[src/rtl/if_fetch_if.sv]
// ---------------------------------------------------------------------------
// if_fetch_if: instruction-bus bundle between the fetch unit and memory.
//
// Signals (named from the fetch unit's point of view):
//   ibus_req_o     fetch request
//   ibus_addr_o    word-aligned fetch address
//   ibus_gnt_i     request accepted this cycle
//   ibus_rvalid_i  read data valid (in order, at least one cycle after gnt)
//   ibus_rdata_i   instruction word
//
// Handshake: a fetch is issued in every cycle where ibus_req_o & ibus_gnt_i
// are both high. While gnt is low the master holds req and addr unchanged,
// except that a redirect may retarget a request that has not been granted.
// Each issued fetch gets exactly one rvalid, in issue order, no earlier than
// the cycle after its gnt; rvalid has no back-pressure.
//
// Modports: master = fetch unit, slave = memory / bus model.
// ---------------------------------------------------------------------------
interface if_fetch_if;
    logic        ibus_req_o;
    logic [31:0] ibus_addr_o;
    logic        ibus_gnt_i;
    logic        ibus_rvalid_i;
    logic [31:0] ibus_rdata_i;

    modport master (
        output ibus_req_o,
        output ibus_addr_o,
        input  ibus_gnt_i,
        input  ibus_rvalid_i,
        input  ibus_rdata_i
    );

    modport slave (
        input  ibus_req_o,
        input  ibus_addr_o,
        output ibus_gnt_i,
        output ibus_rvalid_i,
        output ibus_rdata_i
    );
endinterface

[src/rtl/if_fetch.sv]
// ---------------------------------------------------------------------------
// if_fetch: RV32 instruction fetch unit.
//
// Issues sequential word fetches on the req/gnt/rvalid bus, buffers returned
// words with their PC in an in-order FIFO, and presents them to if_id with
// valid/ready. A jump from ex redirects the PC, flushes the FIFO and marks
// every fetch still in flight as stale so its response is dropped.
//
// Ports:
//   clk, rst          core clock, asynchronous active-low reset
//   ibus              if_fetch_if.master (req/addr out, gnt/rvalid/rdata in)
//   jump_flag_i       redirect request from ex
//   jump_addr_i       redirect target (low two bits ignored)
//   inst_valid_o      inst_o / inst_addr_o valid
//   inst_ready_i      if_id accepts; pop = inst_valid_o & inst_ready_i
//   inst_o            instruction word (NOP when empty)
//   inst_addr_o       PC of inst_o (0 when empty)
// ---------------------------------------------------------------------------
module if_fetch #(
    parameter logic [31:0] RESET_PC   = 32'h0000_0000,
    parameter int unsigned FIFO_DEPTH = 2
) (
    input  logic        clk,
    input  logic        rst,
    if_fetch_if.master  ibus,
    input  logic        jump_flag_i,
    input  logic [31:0] jump_addr_i,
    output logic        inst_valid_o,
    input  logic        inst_ready_i,
    output logic [31:0] inst_o,
    output logic [31:0] inst_addr_o
);

    localparam int unsigned AW  = $clog2(FIFO_DEPTH);
    localparam int unsigned CW  = $clog2(FIFO_DEPTH + 1);
    localparam logic [31:0] NOP = 32'h0000_0013;

    logic [31:0]   pc_q, pc_d;
    // PC of the next live (non-stale) response; responses return in order
    // and live fetches are sequential from the last redirect, so one
    // running address replaces a queue of per-fetch addresses.
    logic [31:0]   resp_pc_q, resp_pc_d;
    logic [CW-1:0] cnt_q, cnt_d;
    logic [CW-1:0] out_cnt_q, out_cnt_d;
    logic [CW-1:0] disc_cnt_q, disc_cnt_d;
    logic [AW-1:0] rd_ptr_q, rd_ptr_d;
    logic [AW-1:0] wr_ptr_q, wr_ptr_d;
    logic [31:0]   addr_mem_q [FIFO_DEPTH];
    logic [31:0]   data_mem_q [FIFO_DEPTH];

    logic        pop;
    logic        issue;
    logic        disc_resp;
    logic        live_resp;
    logic        push;
    logic [31:0] used;
    logic [31:0] jump_tgt;
    logic        unused_jump_lsbs;

    assign unused_jump_lsbs = ^jump_addr_i[1:0];
    assign jump_tgt         = {jump_addr_i[31:2], 2'b00};

    // Output side
    assign inst_valid_o = (cnt_q != '0);
    assign inst_o       = inst_valid_o ? data_mem_q[rd_ptr_q] : NOP;
    assign inst_addr_o  = inst_valid_o ? addr_mem_q[rd_ptr_q] : 32'h0;
    assign pop          = inst_valid_o & inst_ready_i;

    // Credit rule: buffered + in flight (live and stale) must stay below
    // FIFO_DEPTH after this cycle's pop, so every response has a slot.
    assign used = 32'(cnt_q) + 32'(out_cnt_q) + 32'(disc_cnt_q) - 32'(pop);
    assign ibus.ibus_req_o  = rst & (used < FIFO_DEPTH);
    assign ibus.ibus_addr_o = pc_q;

    assign issue     = ibus.ibus_req_o & ibus.ibus_gnt_i;
    assign disc_resp = ibus.ibus_rvalid_i & (disc_cnt_q != '0);
    // An rvalid with nothing counted (e.g. left over from before reset) is
    // neither live nor stale and is ignored.
    assign live_resp = ibus.ibus_rvalid_i & (disc_cnt_q == '0) & (out_cnt_q != '0);
    assign push      = live_resp & ~jump_flag_i;

    always_comb begin
        pc_d       = pc_q;
        resp_pc_d  = resp_pc_q;
        cnt_d      = cnt_q;
        out_cnt_d  = out_cnt_q;
        disc_cnt_d = disc_cnt_q;
        rd_ptr_d   = rd_ptr_q;
        wr_ptr_d   = wr_ptr_q;

        if (jump_flag_i) begin
            // Everything in flight, including a fetch granted right now,
            // becomes stale; a response arriving now retires one of them.
            pc_d       = jump_tgt;
            resp_pc_d  = jump_tgt;
            cnt_d      = '0;
            rd_ptr_d   = '0;
            wr_ptr_d   = '0;
            out_cnt_d  = '0;
            disc_cnt_d = disc_cnt_q + out_cnt_q + CW'(issue)
                       - CW'(disc_resp | live_resp);
        end else begin
            if (issue) begin
                pc_d = pc_q + 32'd4;
            end
            out_cnt_d  = out_cnt_q + CW'(issue) - CW'(live_resp);
            disc_cnt_d = disc_cnt_q - CW'(disc_resp);
            if (push) begin
                wr_ptr_d  = wr_ptr_q + AW'(1);
                resp_pc_d = resp_pc_q + 32'd4;
            end
            if (pop) begin
                rd_ptr_d = rd_ptr_q + AW'(1);
            end
            cnt_d = cnt_q + CW'(push) - CW'(pop);
        end
    end

    always_ff @(posedge clk or negedge rst) begin
        if (!rst) begin
            pc_q       <= RESET_PC;
            resp_pc_q  <= RESET_PC;
            cnt_q      <= '0;
            out_cnt_q  <= '0;
            disc_cnt_q <= '0;
            rd_ptr_q   <= '0;
            wr_ptr_q   <= '0;
        end else begin
            pc_q       <= pc_d;
            resp_pc_q  <= resp_pc_d;
            cnt_q      <= cnt_d;
            out_cnt_q  <= out_cnt_d;
            disc_cnt_q <= disc_cnt_d;
            rd_ptr_q   <= rd_ptr_d;
            wr_ptr_q   <= wr_ptr_d;
        end
    end

    always_ff @(posedge clk or negedge rst) begin
        if (!rst) begin
            for (int i = 0; i < int'(FIFO_DEPTH); i++) begin
                addr_mem_q[i] <= 32'h0;
                data_mem_q[i] <= NOP;
            end
        end else if (push) begin
            addr_mem_q[wr_ptr_q] <= resp_pc_q;
            data_mem_q[wr_ptr_q] <= ibus.ibus_rdata_i;
        end
    end

endmodule

[src/flat_wrapper.sv]
// flat-port wrapper written by rule: the top's interface ports become plain ports
module if_fetch_flat 
#(
    parameter logic [31:0] RESET_PC   = 32'h0000_0000,
    parameter int unsigned FIFO_DEPTH = 2
)
  (clk, rst, jump_flag_i, jump_addr_i, inst_valid_o, inst_ready_i, inst_o, inst_addr_o, ibus_ibus_req_o, ibus_ibus_addr_o, ibus_ibus_gnt_i, ibus_ibus_rvalid_i, ibus_ibus_rdata_i);
  if_fetch_if ibus_i ();
  input  logic clk;
  input  logic rst;
  input  logic jump_flag_i;
  input  logic [31:0] jump_addr_i;
  output logic inst_valid_o;
  input  logic inst_ready_i;
  output logic [31:0] inst_o;
  output logic [31:0] inst_addr_o;
  output wire logic [$bits(ibus_i.ibus_req_o)-1:0] ibus_ibus_req_o;
  output wire logic [$bits(ibus_i.ibus_addr_o)-1:0] ibus_ibus_addr_o;
  input wire logic [$bits(ibus_i.ibus_gnt_i)-1:0] ibus_ibus_gnt_i;
  input wire logic [$bits(ibus_i.ibus_rvalid_i)-1:0] ibus_ibus_rvalid_i;
  input wire logic [$bits(ibus_i.ibus_rdata_i)-1:0] ibus_ibus_rdata_i;
  assign ibus_ibus_req_o = ibus_i.ibus_req_o;
  assign ibus_ibus_addr_o = ibus_i.ibus_addr_o;
  assign ibus_i.ibus_gnt_i = ibus_ibus_gnt_i;
  assign ibus_i.ibus_rvalid_i = ibus_ibus_rvalid_i;
  assign ibus_i.ibus_rdata_i = ibus_ibus_rdata_i;
  if_fetch #(.RESET_PC(RESET_PC), .FIFO_DEPTH(FIFO_DEPTH)) u_core (.clk(clk), .rst(rst), .ibus(ibus_i), .jump_flag_i(jump_flag_i), .jump_addr_i(jump_addr_i), .inst_valid_o(inst_valid_o), .inst_ready_i(inst_ready_i), .inst_o(inst_o), .inst_addr_o(inst_addr_o));
endmodule
[config.mk]
export PLATFORM = sky130hd
export DESIGN_NAME = if_fetch_flat
export DESIGN_NICKNAME = d
export VERILOG_FILES = /design/src/rtl/if_fetch_if.sv /design/src/rtl/if_fetch.sv /design/src/flat_wrapper.sv
export SDC_FILE = /design/constraint.sdc
export NUM_CORES = 1
export LEC_CHECK = 0
export ABC_AREA = 1
export BUFFER_PORTS_ARGS = -buffer_cell sky130_fd_sc_hd__buf_2
export CAP_MARGIN = 20
export CORE_AREA = 2 2 149 151
export CTS_CLUSTER_SIZE = 8
export DETAILED_ROUTE_END_ITERATION = 12
export DIE_AREA = 0 0 151 153
export GPL_TIMING_DRIVEN = 0
export PLACE_DENSITY = 0.74
export SYNTH_ARGS = -nofsm -noshare
export SYNTH_HDL_FRONTEND = slang
export SYNTH_SLANG_ARGS = --single-unit
[constraint.sdc]
create_clock -name clk -period 9.53 [get_ports clk]
set_input_delay 0.4765 -clock clk [delete_from_list [all_inputs] [get_ports clk]]
set_output_delay 0.4765 -clock clk [all_outputs]
set_load 0.03 [all_outputs]
==> results of run 1 <==
==> registers in the layout, summed over array words and instances, names as in the netlist <==
register                 flops
u_core.data_mem_q           64
u_core.addr_mem_q           60
u_core.ibus.ibus_addr_o     30
u_core.resp_pc_q            30
u_core.cnt_q                 2
u_core.disc_cnt_q            2
u_core.out_cnt_q             2
u_core.rd_ptr_q              1
u_core.wr_ptr_q              1
==> critical path: cells and delay by family (launching register included) <==
kind	cells	cell delay, ns
DFF	1	0.46
adders and majority gates	6	1.95
buffers and inverters	6	0.63
xor gates and xnor gates	2	0.32
and+or+nand+nor	5	0.48
AOI/OAI and AO/OA	2	0.17
==> final cells by class <==
type / instances / area [µm²]
fill: 2000 / 9030
multi-input combinational: 1065 / 4980
sequential: 192 / 4810
timing repair buffer: 162 / 843
inverter: 122 / 458
clock buffer: 20 / 447
buffer: 70 / 419
tap: 280 / 350
clock inverter: 12 / 146
==> layer usage <==
metal | vias up | part of all wire | wire length (µm) | global-route usage
met4 | 0 | 0.031 | 936 | 0.104
met1 | 4741 | 0.43 | 12900 | 0.366
met2 | 439 | 0.47 | 14200 | 0.428
met3 | 56 | 0.075 | 2270 | 0.0349
met5 | - | 0 | 0 | 0
li1 | 4947 | - | - | -
==> synthesized netlist by cell type, types with 3 or more instances <==
| cell | count | area, µm² |
|---|---|---|
| dfstp_2 | 6 | 158 |
| clkbuf_1 | 25 | 93.8 |
| xor2_1 | 18 | 158 |
| buf_1 | 7 | 26.3 |
| nor2_4 | 6 | 67.6 |
| nor3_1 | 13 | 65.1 |
| nand3_1 | 77 | 385 |
| nand2_2 | 5 | 31.3 |
| a21oi_1 | 65 | 325 |
| nand3_2 | 4 | 40.0 |
| o21ai_1 | 109 | 546 |
| inv_1 | 120 | 450 |
| fa_1 | 3 | 60.1 |
| buf_4 | 14 | 105 |
| buf_6 | 9 | 101 |
| xnor2_1 | 9 | 78.8 |
| dfrtp_1 | 186 | 4650 |
| buf_2 | 13 | 65.1 |
| ha_1 | 14 | 175 |
| nand2_1 | 574 | 2150 |
| o221ai_1 | 4 | 35.0 |
| nand2_4 | 6 | 67.6 |
| nand4_1 | 3 | 18.8 |
| nor2_1 | 82 | 308 |
| o211ai_1 | 6 | 45.0 |
| o21ai_0 | 47 | 235 |
==> power by group <==
group	total [µW]	internal [µW]	switching (µW)
combinational	878	283	594
sequential	1100	964	134
clock	727	400	327
total	2700	1650	1060
==> layout by cell type, fill, tap and decap left out, types with 3 or more instances in the layout <==
cell | synthesis | layout
dfrtp_1 | 186 | 186
inv_6 | 0 | 3
a21oi_1 | 65 | 65
clkbuf_1 | 25 | 27
inv_1 | 120 | 120
nand3_2 | 4 | 4
nand2_2 | 5 | 5
o21ai_1 | 109 | 109
o211ai_1 | 6 | 6
dfstp_2 | 6 | 6
xnor2_1 | 9 | 9
o221ai_1 | 4 | 4
nor3_1 | 13 | 13
buf_2 | 13 | 173
ha_1 | 14 | 14
o21ai_0 | 47 | 47
nand2_1 | 574 | 574
nand3_1 | 77 | 77
buf_4 | 14 | 14
nor2_4 | 6 | 6
xor2_1 | 18 | 18
nand2_4 | 6 | 6
buf_6 | 9 | 9
conb_1 | 1 | 4
nor2_1 | 82 | 82
buf_1 | 7 | 7
fa_1 | 3 | 3
nand4_1 | 3 | 3
clkbuf_16 | 0 | 17
==> how the worst max path moves through the flow <==
stage	from	endpoint	slack (ns)	depth (start not counted)
2_1_floorplan	u_core.out_cnt_q[0]$_DFF_PN0_	u_core.disc_cnt_q[1]$_DFF_PN0_	5.81	21
3_3_place_gp	rst	u_core.disc_cnt_q[0]$_DFF_PN0_	3.87	9
3_5_place_dp	u_core.out_cnt_q[0]$_DFF_PN0_	u_core.disc_cnt_q[1]$_DFF_PN0_	5.41	21
4_1_cts	u_core.out_cnt_q[0]$_DFF_PN0_	u_core.disc_cnt_q[1]$_DFF_PN0_	5.39	21
5_1_grt	u_core.out_cnt_q[0]$_DFF_PN0_	u_core.disc_cnt_q[1]$_DFF_PN0_	5.17	21
6_report	u_core.out_cnt_q[0]$_DFF_PN0_	u_core.disc_cnt_q[1]$_DFF_PN0_	5.40	21
==> per-stage QoR <==
step                      hold slack, ns  worst slack, ns  std cells  power [µW]
after floorplan                    0.181             5.81       1449        1710
after global placement             0.466             3.87       1890        1960
after detailed placement           0.471             5.41       1891        1980
after CTS                         0.0952             5.39       1923        2710
after global routing               0.116             5.17       1923        2870
final                             0.0628             5.40       1923        2700
==> cell families after synthesis <==
group / share of synthesized area
buffers and inverters: 0.0823
AND/OR/NAND/NOR: 0.305
other: 0.000352
adder cells (fa/ha/maj): 0.0221
flip-flops: 0.452
XOR/XNOR: 0.0222
AO/OA/AOI/OAI: 0.117
==> summary.md, run 1 <==
| Metric | Value |
|---|---|
| Pwr Density | `217 mW/mm²` |
| Max cap viols | `0` |
| Vias | `10,183` |
| Fin. Hold Viols | `0` |
| DIE HEIGHT | `153 µm` |
| Total core area | `0.0215 mm²` |
| Slowest-stage cell, CP | `fa_1` |
| FP Rows | `54` |
| Post-CTS sizing | `0` |
| CTS Hold Bufs | `0` |
| Worst Path Required | `9.82 ns` |
| Peak VDD IR | `0.101 mV` |
| R2R depth | `21` |
| Tightest Pin Transition | `0.743 ns` |
| Detailed Routing Iterations Pass 1 | `7` |
| Nature of the critical path endpoint | `flip-flop` |
| Final net count | `1,717` |
| Share of layout cells above drive strength 1 | `0.162` |
| Final TNS setup | `0 ns` |
| Synthesized flop and latch total | `192` |
| Synth cell types | `43` |
| Final Setup Violations | `0` |
| Crit Path Class | `flip-flop to flip-flop` |
| Post-DP HPWL | `22.5 mm` |
| TritonCTS Buffers | `17` |
| Util after Layout | `0.580` |
| DR iter-0 viols | `788` |
| Crit path time final | `4.13 ns` |
| Synthesized instance count | `1,446` |
| Syn_area_per_cell | `7.37 µm²` |
| Post-CTS setup buffer count | `0` |
| N_diodes | `0` |
| IO Port Bufs | `161` |
| Fmax | `0.242 GHz` |
| TritonCTS clock tree | `yes` |
| Post-synth EDFFs | `0` |
| Critical Path Max Stage Delay | `0.48 ns` |
| Wire per inst | `15.8 µm` |
| RSZ-0062 raised after global routing | `no` |
| R2r startpoint | `u_core.out_cnt_q[0]$_DFF_PN0_` |
| Main synth FF type | `dfrtp_1` |
| Sink Count | `192` |
| Most common cell on crit path | `inv_1` |
| R2R setup slack | `5.40 ns` |
| Routability cong. | `0.945` |
| Mapped Area | `0.0107 mm²` |
| GRT overflow | `0` |
| CTS max path bufs | `2` |
| Total Routing Usage GR | `0.266` |
| Leak | `0.00617 µW` |
| Initial Util | `0.496` |
| Pin count of the biggest net entering global routing | `98` |
| Min-Delay Path Class | `input port to async pin` |
| Outcome | `finished clean` |
| Placed Area | `0.0119 mm²` |
| Seq/Total Area, Yosys | `0.452` |
| Fin crit share | `0.434` |
| Initial antenna violation count | `0` |
| Reg2reg end | `u_core.disc_cnt_q[1]$_DFF_PN0_` |
| Share of flip-flops with an asynchronous set or reset | `1.00` |
| CP Max Fanout | `10` |
| First-pass GRT wire length | `48.5 mm` |
| Vias in the first global route | `9,577` |
| Number of placed I/O pins | `168` |
| Yosys warning count | `0` |
| Final instance area | `0.0125 mm²` |
| Slew Viols, Final | `0` |
| Worst Skew | `0.00877 ns` |
| Root buf cell | `clkbuf_16` |
| Critical Path Start Type | `flip-flop` |
| Die width | `151 µm` |
| Critical path cell sequence | `ha_1 > fa_1 > inv_1 > ha_1 > inv_1 > ha_1 > nand2_1 > inv_1 > nand3_2 > nand2_1 > inv_1 > ha_1 > o211ai_1 > nor2_1 > nand3_4 > buf_2 > inv_1 > fa_1 > xnor2_1 > xnor2_1 > o21ai_0` |
| Total Routed Length | `30.3 mm` |
| Latest clock arrival within the worst-skew pair | `0.44 ns` |
| CTS H-tree lvls | `4` |
| Worst endpoint data arrival time | `4.42 ns` |
| Clk slew on worst S/H paths | `0.07 ns` |
| Vias per inst | `5.30` |
| DRC viols | `0` |
| Slew margin rel. | `0.504` |
| Routed Antenna Nets | `0` |
| Area delta synth->final | `16.9%` |
| Die area | `0.0231 mm²` |
Note: power is estimated with default switching activity, not from simulation.
==> run 2, diff against run 1 <==
--- a/config.mk
+++ b/config.mk
@@ -5,13 +5,13 @@
 export SDC_FILE = /design/constraint.sdc
 export NUM_CORES = 1
 export LEC_CHECK = 0
-export ABC_AREA = 1
+export ABC_AREA = 0
 export BUFFER_PORTS_ARGS = -buffer_cell sky130_fd_sc_hd__buf_2
 export CAP_MARGIN = 20
-export CORE_AREA = 2 2 149 151
+export CORE_AREA = 2 2 145 147
 export CTS_CLUSTER_SIZE = 8
 export DETAILED_ROUTE_END_ITERATION = 12
-export DIE_AREA = 0 0 151 153
+export DIE_AREA = 0 0 147 149
 export GPL_TIMING_DRIVEN = 0
 export PLACE_DENSITY = 0.74
 export SYNTH_ARGS = -nofsm -noshare
==> constraint.sdc (replaced) <==
create_clock -name clk -period 4 [get_ports clk]
set_input_delay 0.2 -clock clk [delete_from_list [all_inputs] [get_ports clk]]
set_output_delay 0.2 -clock clk [all_outputs]
set_load 0.03 [all_outputs]
==> run 2 against run 1 <==
Effect of this change: the run now ends with setup timing left; die area is 5.2% lower; clock power increased by 120%; largest cell class unchanged; combinational power increased by 110%; cell count is 27% lower; non-clock buffer count rose by 28; wire length down 18%; global-route usage is 3.5 points lower; register-to-register slack worse by 5.5 ns; first-iteration DRC count decreased by 51%.
==> summary.md, run 2 <==
| Metric | Value |
|---|---|
| Fin crit share | `1.03 (+0.600)` |
| Switching Share | `0.343 (-0.0469)` |
| DRC viols | `0 (unchanged)` |
| Top-count cell post-synth | `dfrtp_1` |
| Tightest Pin Transition | `1.01 ns (+0.269 ns)` |
| Number of placed I/O pins | `168 (unchanged)` |
| Commonest non-fill, non-tap cell in the layout | `dfrtp_1` |
| Peak VDD IR | `0.288 mV (+190%)` |
| P_sw | `2060 µW (+95%)` |
| Routed wl met2 | `11.8 mm (-17%)` |
| Worst path setup slack after routing | `-0.135 ns (-5.53 ns)` |
| Comb power frac | `0.312 (-0.013)` |
| Post-synth EDFFs | `0 (unchanged)` |
| CP Max Fanout | `2 (-8)` |
| Top Registers | `u_core.data_mem_q x64, u_core.addr_mem_q x60` |
| Vias per inst | `5.46 (+3.1%)` |
| Pin count of the biggest net entering global routing | `114 (+16%)` |
| Worst Skew | `0.00872 ns (-0.0000446 ns)` |
| Multiplexer share of the synthesized area | `0.208 (+0.208)` |
| Top post-synthesis cells by count | `186 x dfrtp_1, 99 x mux2_2, 98 x nor2_1` |
| N_diodes | `0 (unchanged)` |
| Yosys warning count | `0 (unchanged)` |
| Latest clock arrival within the worst-skew pair | `0.44 ns (about the same)` |
| DR iter-0 viols | `390 (-51%)` |
| TritonCTS Buffers | `17 (unchanged)` |
| Synthesized instance count | `886 (-39%)` |
| Nature of the critical path endpoint | `flip-flop` |
| Initial Util | `0.488 (-0.00749)` |
| RSZ-0062 raised after global routing | `yes` |
| Total Routing Usage GR | `0.231 (-0.0349)` |
| Die width | `147 µm (-2.6%)` |
| FP Rows | `53 (-1.9%)` |
| Final instance area | `0.0123 mm² (-1.0%)` |
| Share of layout cells above drive strength 1 | `0.338 (+0.176)` |
| CTS H-tree lvls | `4 (unchanged)` |
| Post-DP HPWL | `17.5 mm (-22%)` |
| Final net count | `1,198 (-30%)` |
| Post-synthesis simple-gate area fraction | `0.140 (-0.164)` |
| Placed Area | `0.0113 mm² (-4.8%)` |
| Total Power | `6000 µW (+120%)` |
| DIE HEIGHT | `149 µm (-2.6%)` |
| GRT overflow | `0 (unchanged)` |
| Synth cell types | `63 (+47%)` |
| IO Port Bufs | `161 (unchanged)` |
| Final TNS setup | `-0.135 ns (-0.135 ns)` |
| Seq/Total Area, Yosys | `0.479 (+0.0276)` |
| Min-Delay Path Class | `input port to flip-flop` |
| Total core area | `0.0206 mm² (-4.3%)` |
| Syn_area_per_cell | `11.3 µm² (+54%)` |
| Flop pwr share | `0.418 (+0.012)` |
| Main synth FF type | `dfrtp_1` |
| Synthesized flop and latch total | `192 (unchanged)` |
| Final Setup Violations | `1 (+1)` |
| Pwr Density | `487 mW/mm² (+120%)` |
| Die area | `0.0219 mm² (-5.2%)` |
| Share of flip-flops with an asynchronous set or reset | `1.00 (unchanged)` |
| Clk slew on worst S/H paths | `0.07 ns (about the same)` |
| Max cap viols | `0 (unchanged)` |
| CTS max path bufs | `2 (unchanged)` |
| Fmax | `0.242 GHz (about the same)` |
| Vias | `7,640 (-25%)` |
| Vias in the first global route | `7,533 (-21%)` |
| M1 WL | `11.5 mm (-11%)` |
| Most frequent cells in the layout | `185 x dfrtp_1, 166 x buf_2, 99 x mux2_2` |
| Fin. Hold Viols | `0 (unchanged)` |
| Max reg flops | `64 (unchanged)` |
| Initial antenna violation count | `0 (unchanged)` |
| Clk pwr share | `0.271 (+0.002)` |
| Largest family of logic cells by synthesized area | `multiplexers` |
| Total Routed Length | `24.9 mm (-18%)` |
| Sink Count | `192 (unchanged)` |
| Largest Register | `u_core.data_mem_q` |
| Adder-Cell Fraction of Synth Area | `0.0234 (+0.00135)` |
| Synth top area share | `0.464 (+0.0267)` |
| Crit Path Class | `flip-flop to flip-flop` |
| Top sig layer | `met4` |
| Outcome | `complete, but fails checks` |
| Crit path time final | `4.13 ns (+0.00153 ns)` |
| Post-synthesis xor/xnor area fraction | `0.0375 (+0.0153)` |
| Leak | `0.00557 µW (-9.8%)` |
| Area delta synth->final | `22.7%` |
| Wire per inst | `17.8 µm (+13%)` |
| First-pass GRT wire length | `39.8 mm (-18%)` |
| Compound-Gate Fraction of Synth Area | `0.0689 (-0.0478)` |
| Worst endpoint data arrival time | `4.45 ns (+0.03 ns)` |
| Mapped Area | `0.0100 mm² (-5.8%)` |
| Root buf cell | `clkbuf_16` |
| Detailed Routing Iterations Pass 1 | `5 (-2)` |
| Routability cong. | `0.910 (-3.6%)` |
| Pint | `3940 µW (+140%)` |
| Critical Path Start Type | `flip-flop` |
| TritonCTS clock tree | `yes` |
| Failing checks | `setup timing` |
| Slew margin rel. | `0.325 (-0.180)` |
| Synth area leader | `dfrtp_1` |
| Worst Path Required | `4.31 ns (-5.51 ns)` |
| Met3 WL post-DR | `1.18 mm (-48%)` |
| Slew Viols, Final | `0 (unchanged)` |
| Routed Antenna Nets | `0 (unchanged)` |
| Largest cells by area after synthesis | `dfrtp_1 46%, mux2_2 11%, mux2i_1 6.6%` |
[run 2: path summary, 6_finish.rpt]
path / endpoint / from / slack, ns / cells after the start
max: u_core.disc_cnt_q[1]$_DFF_PN0_ / u_core.cnt_q[0]$_DFF_PN0_ / -0.13 / 19
min: u_core.data_mem_q[13]$_DFFE_PN0P_ / ibus_ibus_rdata_i[13] / 0.02 / 2
max reg2reg: u_core.disc_cnt_q[1]$_DFF_PN0_ / u_core.cnt_q[0]$_DFF_PN0_ / -0.13 / 19
min reg2reg: u_core.data_mem_q[3]$_DFFE_PN0P_ / u_core.data_mem_q[3]$_DFFE_PN0P_ / 0.49 / 1
max in group asynchronous: u_core.addr_mem_q[52]$_DFFE_PN0P_ / rst / 2.73 / 3
min in group asynchronous: u_core.ibus.ibus_addr_o[23]$_DFFE_PN0P_ / rst / 0.32 / 2
[run 2: routing by layer]
layer / track usage / vias up
met5: 0 / -
met4: 0.0615 / 0
met3: 0.0361 / 21
met2: 0.379 / 230
met1: 0.324 / 3788
li1: - / 3601
[run 2: what timing repair did]
item | in CTS | in global routing
buffers inserted | 8 | 3
gates resized for setup | 3 | 20
pin swaps | 10 | 11
endpoints found under the hold margin | 125 | 0
endpoints found under the setup margin | 23 | 27
cloned | 0 | 1
hold buffers | 30 | 0
[run 2: worst max-delay path, stage by stage (launching register included)]
cell      delay [ns]
dfrtp_1         0.43
ha_4            0.18
fa_1            0.49
inv_2           0.05
ha_4            0.25
inv_2           0.04
ha_4            0.20
and3b_2         0.21
mux2i_4         0.14
nand2b_1        0.12
a21oi_2         0.15
ha_1            0.24
and4bb_2        0.24
o2111a_2        0.14
a21boi_4        0.15
fa_2            0.38
xnor2_2         0.19
xnor2_1         0.14
mux2i_1         0.11
xnor2_1         0.16
[run 2: layout make-up]
class / count / area [µm²]
Buffer: 57 / 335
Clock buffer: 20 / 447
Clock inverter: 12 / 111
Fill cell: 1728 / 8230
Inverter: 27 / 101
Multi-Input combinational cell: 613 / 4940
Sequential cell: 192 / 4810
Tap cell: 275 / 344
Timing Repair Buffer: 203 / 1230
[run 2: power by group through the flow]
stage	registers, µW	logic [µW]	clock network [µW]
6_report	2500	1870	1620
5_1_grt	2540	2050	1750
4_1_cts	2500	1810	1660
3_5_place_dp	2540	1740	0
3_3_place_gp	2520	1700	0
2_1_floorplan	2520	1230	0
[run 2: logic make-up after synthesis]
logic type | after synthesis
compound gates | 98
xor+xnor | 43
fa+ha+maj | 17
flops | 192
simple gates | 258
buf+inv | 84
mux | 193
other cells | 1
[run 2: metrics by stage]
stage / setup slack (ns) / utilization / instances / hold WS, ns
after floorplan: -0.0875 / - / 889 / -0.0956
after global placement: -1.61 / 0.547 / 1325 / 0.431
after detailed placement: -0.425 / 0.549 / 1326 / 0.238
after CTS: -0.107 / 0.595 / 1396 / 0.00607
after global routing: -0.286 / 0.599 / 1399 / 0.00944
final: -0.135 / 0.599 / 1399 / 0.0238
==> run 3, diff against run 2 <==
--- a/config.mk
+++ b/config.mk
@@ -7,13 +7,12 @@
 export LEC_CHECK = 0
 export ABC_AREA = 0
 export BUFFER_PORTS_ARGS = -buffer_cell sky130_fd_sc_hd__buf_2
-export CAP_MARGIN = 20
-export CORE_AREA = 2 2 145 147
+export CORE_AREA = 2 2 136 138
 export CTS_CLUSTER_SIZE = 8
 export DETAILED_ROUTE_END_ITERATION = 12
-export DIE_AREA = 0 0 147 149
+export DIE_AREA = 0 0 138 140
 export GPL_TIMING_DRIVEN = 0
-export PLACE_DENSITY = 0.74
+export PLACE_DENSITY_LB_ADDON = 0.08
 export SYNTH_ARGS = -nofsm -noshare
 export SYNTH_HDL_FRONTEND = slang
 export SYNTH_SLANG_ARGS = --single-unit
==> run 3 against run 2 <==
Effect of this change: the flow still finishes with violations (setup timing); worst setup slack improved by 0.048 ns; sequential power hardly changed; first-iteration DRC count down 10%; die area down 12%; register-to-register slack improved by 0.05 ns; global-route usage increased by 1.7 points; maximum frequency is 1.2% higher; cell count shrank 4.4%; sequential share of layout area is 0.55 points higher; sequential cell count is the same; clock power is 2% higher; non-clock buffer count is 16 lower; critical endpoint unchanged.
==> summary.md, run 3 (synthesis gave the netlist of run 2 again) <==
| Metric | Value |
|---|---|
| Commonest non-fill, non-tap cell in the layout | `dfrtp_1` |
| Pin count of the biggest net entering global routing | `100 (-12%)` |
| Detailed Routing Iterations Pass 1 | `5 (unchanged)` |
| Wire per inst | `17.7 µm (-0.25%)` |
| Pwr Density | `493 mW/mm² (+1.2%)` |
| Latest clock arrival within the worst-skew pair | `0.44 ns (about the same)` |
| Total Routing Usage GR | `0.248 (+0.0165)` |
| Outcome | `complete, but fails checks` |
| Slew Viols, Final | `0 (unchanged)` |
| First-pass GRT wire length | `38.2 mm (-4.0%)` |
| Critical Path Start Type | `flip-flop` |
| Busiest grt layer | `met2` |
| Crit path time final | `4.09 ns (-0.0480 ns)` |
| Crit Path Class | `flip-flop to flip-flop` |
| Met2 Track Usage GR | `0.387 (+0.00805)` |
| Post-DP HPWL | `17.0 mm (-2.9%)` |
| Post-route insts no fill | `1,337 (-4.4%)` |
| Max cap viols | `0 (unchanged)` |
| GRT overflow | `0 (unchanged)` |
| Clk slew on worst S/H paths | `0.07 ns (about the same)` |
| Initial antenna violation count | `0 (unchanged)` |
| Final Setup Violations | `1 (unchanged)` |
| Worst endpoint data arrival time | `4.40 ns (-0.05 ns)` |
| Initial Util | `0.565 (+0.0763)` |
| Vias in the first global route | `7,282 (-3.3%)` |
| TritonCTS clock tree | `yes` |
| Die area | `0.0193 mm² (-12%)` |
| CTS H-tree lvls | `4 (unchanged)` |
| CTS max path bufs | `2 (unchanged)` |
| N_diodes | `0 (unchanged)` |
| Worst path setup slack after routing | `-0.0865 ns (+0.0480 ns)` |
| Placed cells | `1,280 (-3.5%)` |
| Total Routed Length | `23.7 mm (-4.7%)` |
| Min-Delay Path Class | `input port to flip-flop` |
| Register area | `0.00481 mm² (unchanged)` |
| Fillcell total | `1,382 (-20%)` |
| Total Power | `5990 µW (-0.18%)` |
| Sink Count | `192 (unchanged)` |
| Top Registers | `u_core.data_mem_q x64, u_core.addr_mem_q x60` |
| Setup slack at placement | `-0.522 ns (-0.0972 ns)` |
| Worst Path Required | `4.32 ns (about the same)` |
| DRC viols | `0 (unchanged)` |
| TritonCTS Buffers | `17 (unchanged)` |
| Share of layout cells above drive strength 1 | `0.345 (+0.00669)` |
| Number of placed I/O pins | `168 (unchanged)` |
| Most frequent cells in the layout | `185 x dfrtp_1, 167 x buf_2, 99 x mux2_2` |
| Vias per inst | `5.57 (+2.0%)` |
| Leak | `0.00550 µW (-1.1%)` |
| GR Util met1 | `0.358 (+0.0331)` |
| CP Max Fanout | `2 (unchanged)` |
| Routed Antenna Nets | `0 (unchanged)` |
| Grt met3 use | `0.0407 (+0.00460)` |
| Vias | `7,447 (-2.5%)` |
| Fmax | `0.245 GHz (+1.2%)` |
| Area of the multi-input gates | `0.00497 mm² (+0.43%)` |
| Failing checks | `setup timing` |
| Fin. Hold Viols | `0 (unchanged)` |
| Final net count | `1,182 (-1.3%)` |
| Routability cong. | `0.895 (-1.6%)` |
| Tightest Pin Transition | `0.893 ns (-0.120 ns)` |
| Slew margin rel. | `0.405 (+0.0798)` |
| Largest Register | `u_core.data_mem_q` |
| RSZ-0062 raised after global routing | `yes` |
| Fin crit share | `1.02 (-0.0120)` |
| DR iter-0 viols | `351 (-10%)` |
| Root buf cell | `clkbuf_16` |
| Util after Layout | `0.684 (+0.0841)` |
| FP Rows | `49 (-7.5%)` |
| Die width | `138 µm (-6.1%)` |
| Peak VDD IR | `0.363 mV (+26%)` |
| Nature of the critical path endpoint | `flip-flop` |
| Total core area | `0.0178 mm² (-14%)` |
| Area delta synth->final | `21.0%` |
| Worst Skew | `0.00969 ns (+0.000970 ns)` |
| DIE HEIGHT | `140 µm (-6.0%)` |
| Max reg flops | `64 (unchanged)` |
| IO Port Bufs | `161 (unchanged)` |
==> run 3: cell count changes in the layout (fill, tap and decap cells not counted), moves of 2 or more <==
| cell | delta |
|---|---|
| clkinv_4 | +2 |
| clkinv_2 | -3 |
| buf_4 | -2 |
| clkbuf_1 | -2 |
| dlygate4sd3_1 | -16 |
==> run 3: worst max-delay path, cell delays in order, from the launching register on <==
cell,delay [ns]
dfrtp_1,0.43
ha_4,0.18
fa_1,0.50
inv_1,0.05
ha_1,0.27
inv_2,0.08
ha_4,0.19
and3b_2,0.21
mux2i_4,0.14
nand2b_1,0.11
a21oi_2,0.14
ha_1,0.23
and4bb_2,0.23
o2111a_2,0.14
a21boi_4,0.15
fa_2,0.38
xnor2_2,0.14
xnor2_1,0.14
mux2i_1,0.11
xnor2_1,0.16
==> run 3: repair_timing <==
action                                 CTS  global route
hold buffers                            12             2
pin swaps                               11             8
setup endpoints to repair               31            28
gates cloned                             0             1
buffers inserted                         6             5
resized for setup                        5            18
endpoints found under the hold margin  104             2
==> run 3: path summary, 6_finish.rpt <==
check / from / end / slack [ns] / cells past startpoint
max: u_core.cnt_q[0]$_DFF_PN0_ / u_core.disc_cnt_q[1]$_DFF_PN0_ / -0.09 / 19
min: ibus_ibus_rdata_i[5] / u_core.data_mem_q[37]$_DFFE_PN0P_ / 0.007 / 2
max reg2reg: u_core.cnt_q[0]$_DFF_PN0_ / u_core.disc_cnt_q[1]$_DFF_PN0_ / -0.09 / 19
min reg2reg: u_core.addr_mem_q[14]$_DFFE_PN0P_ / u_core.addr_mem_q[14]$_DFFE_PN0P_ / 0.48 / 1
max in group asynchronous: rst / u_core.data_mem_q[1]$_DFFE_PN1P_ / 2.72 / 3
min in group asynchronous: rst / u_core.disc_cnt_q[1]$_DFF_PN0_ / 0.35 / 2
==> run 3: cell type report <==
| cell class | count | area share |
|---|---|---|
| inverter | 27 | 0.00834 |
| buffer | 57 | 0.0276 |
| timing repair buffer | 187 | 0.0878 |
| multi-input combinational | 613 | 0.409 |
| sequential | 192 | 0.396 |
| tap | 229 | 0.0236 |
| clock inverter | 13 | 0.0107 |
| clock buffer | 19 | 0.0373 |
==> run 3: where the power goes <==
group,switching (µW),leakage [µW],internal (µW)
Sequential,236,0.00248,2270
Clock,760,0.000273,902
Combinational,1060,0.00275,765
==> run 3: per-stage QoR <==
stage / setup TNS (ns) / hold WS (ns) / cell area [µm²]
after floorplan: -0.0875 / -0.0956 / 10100
after global placement: -137.42 / 0.435 / 11200
after detailed placement: -5.73 / 0.273 / 11200
after CTS: -0.274 / 0.000110 / 12000
after global routing: -0.769 / 0.00436 / 12200
final: -0.0865 / 0.00674 / 12200
==> run 3: per-layer routing <==
layer  share of wire  vias to the layer above
met5               0                        -
met4           0.019                        0
met3           0.046                       32
met2            0.46                      216
met1            0.47                     3634
li1                -                     3565
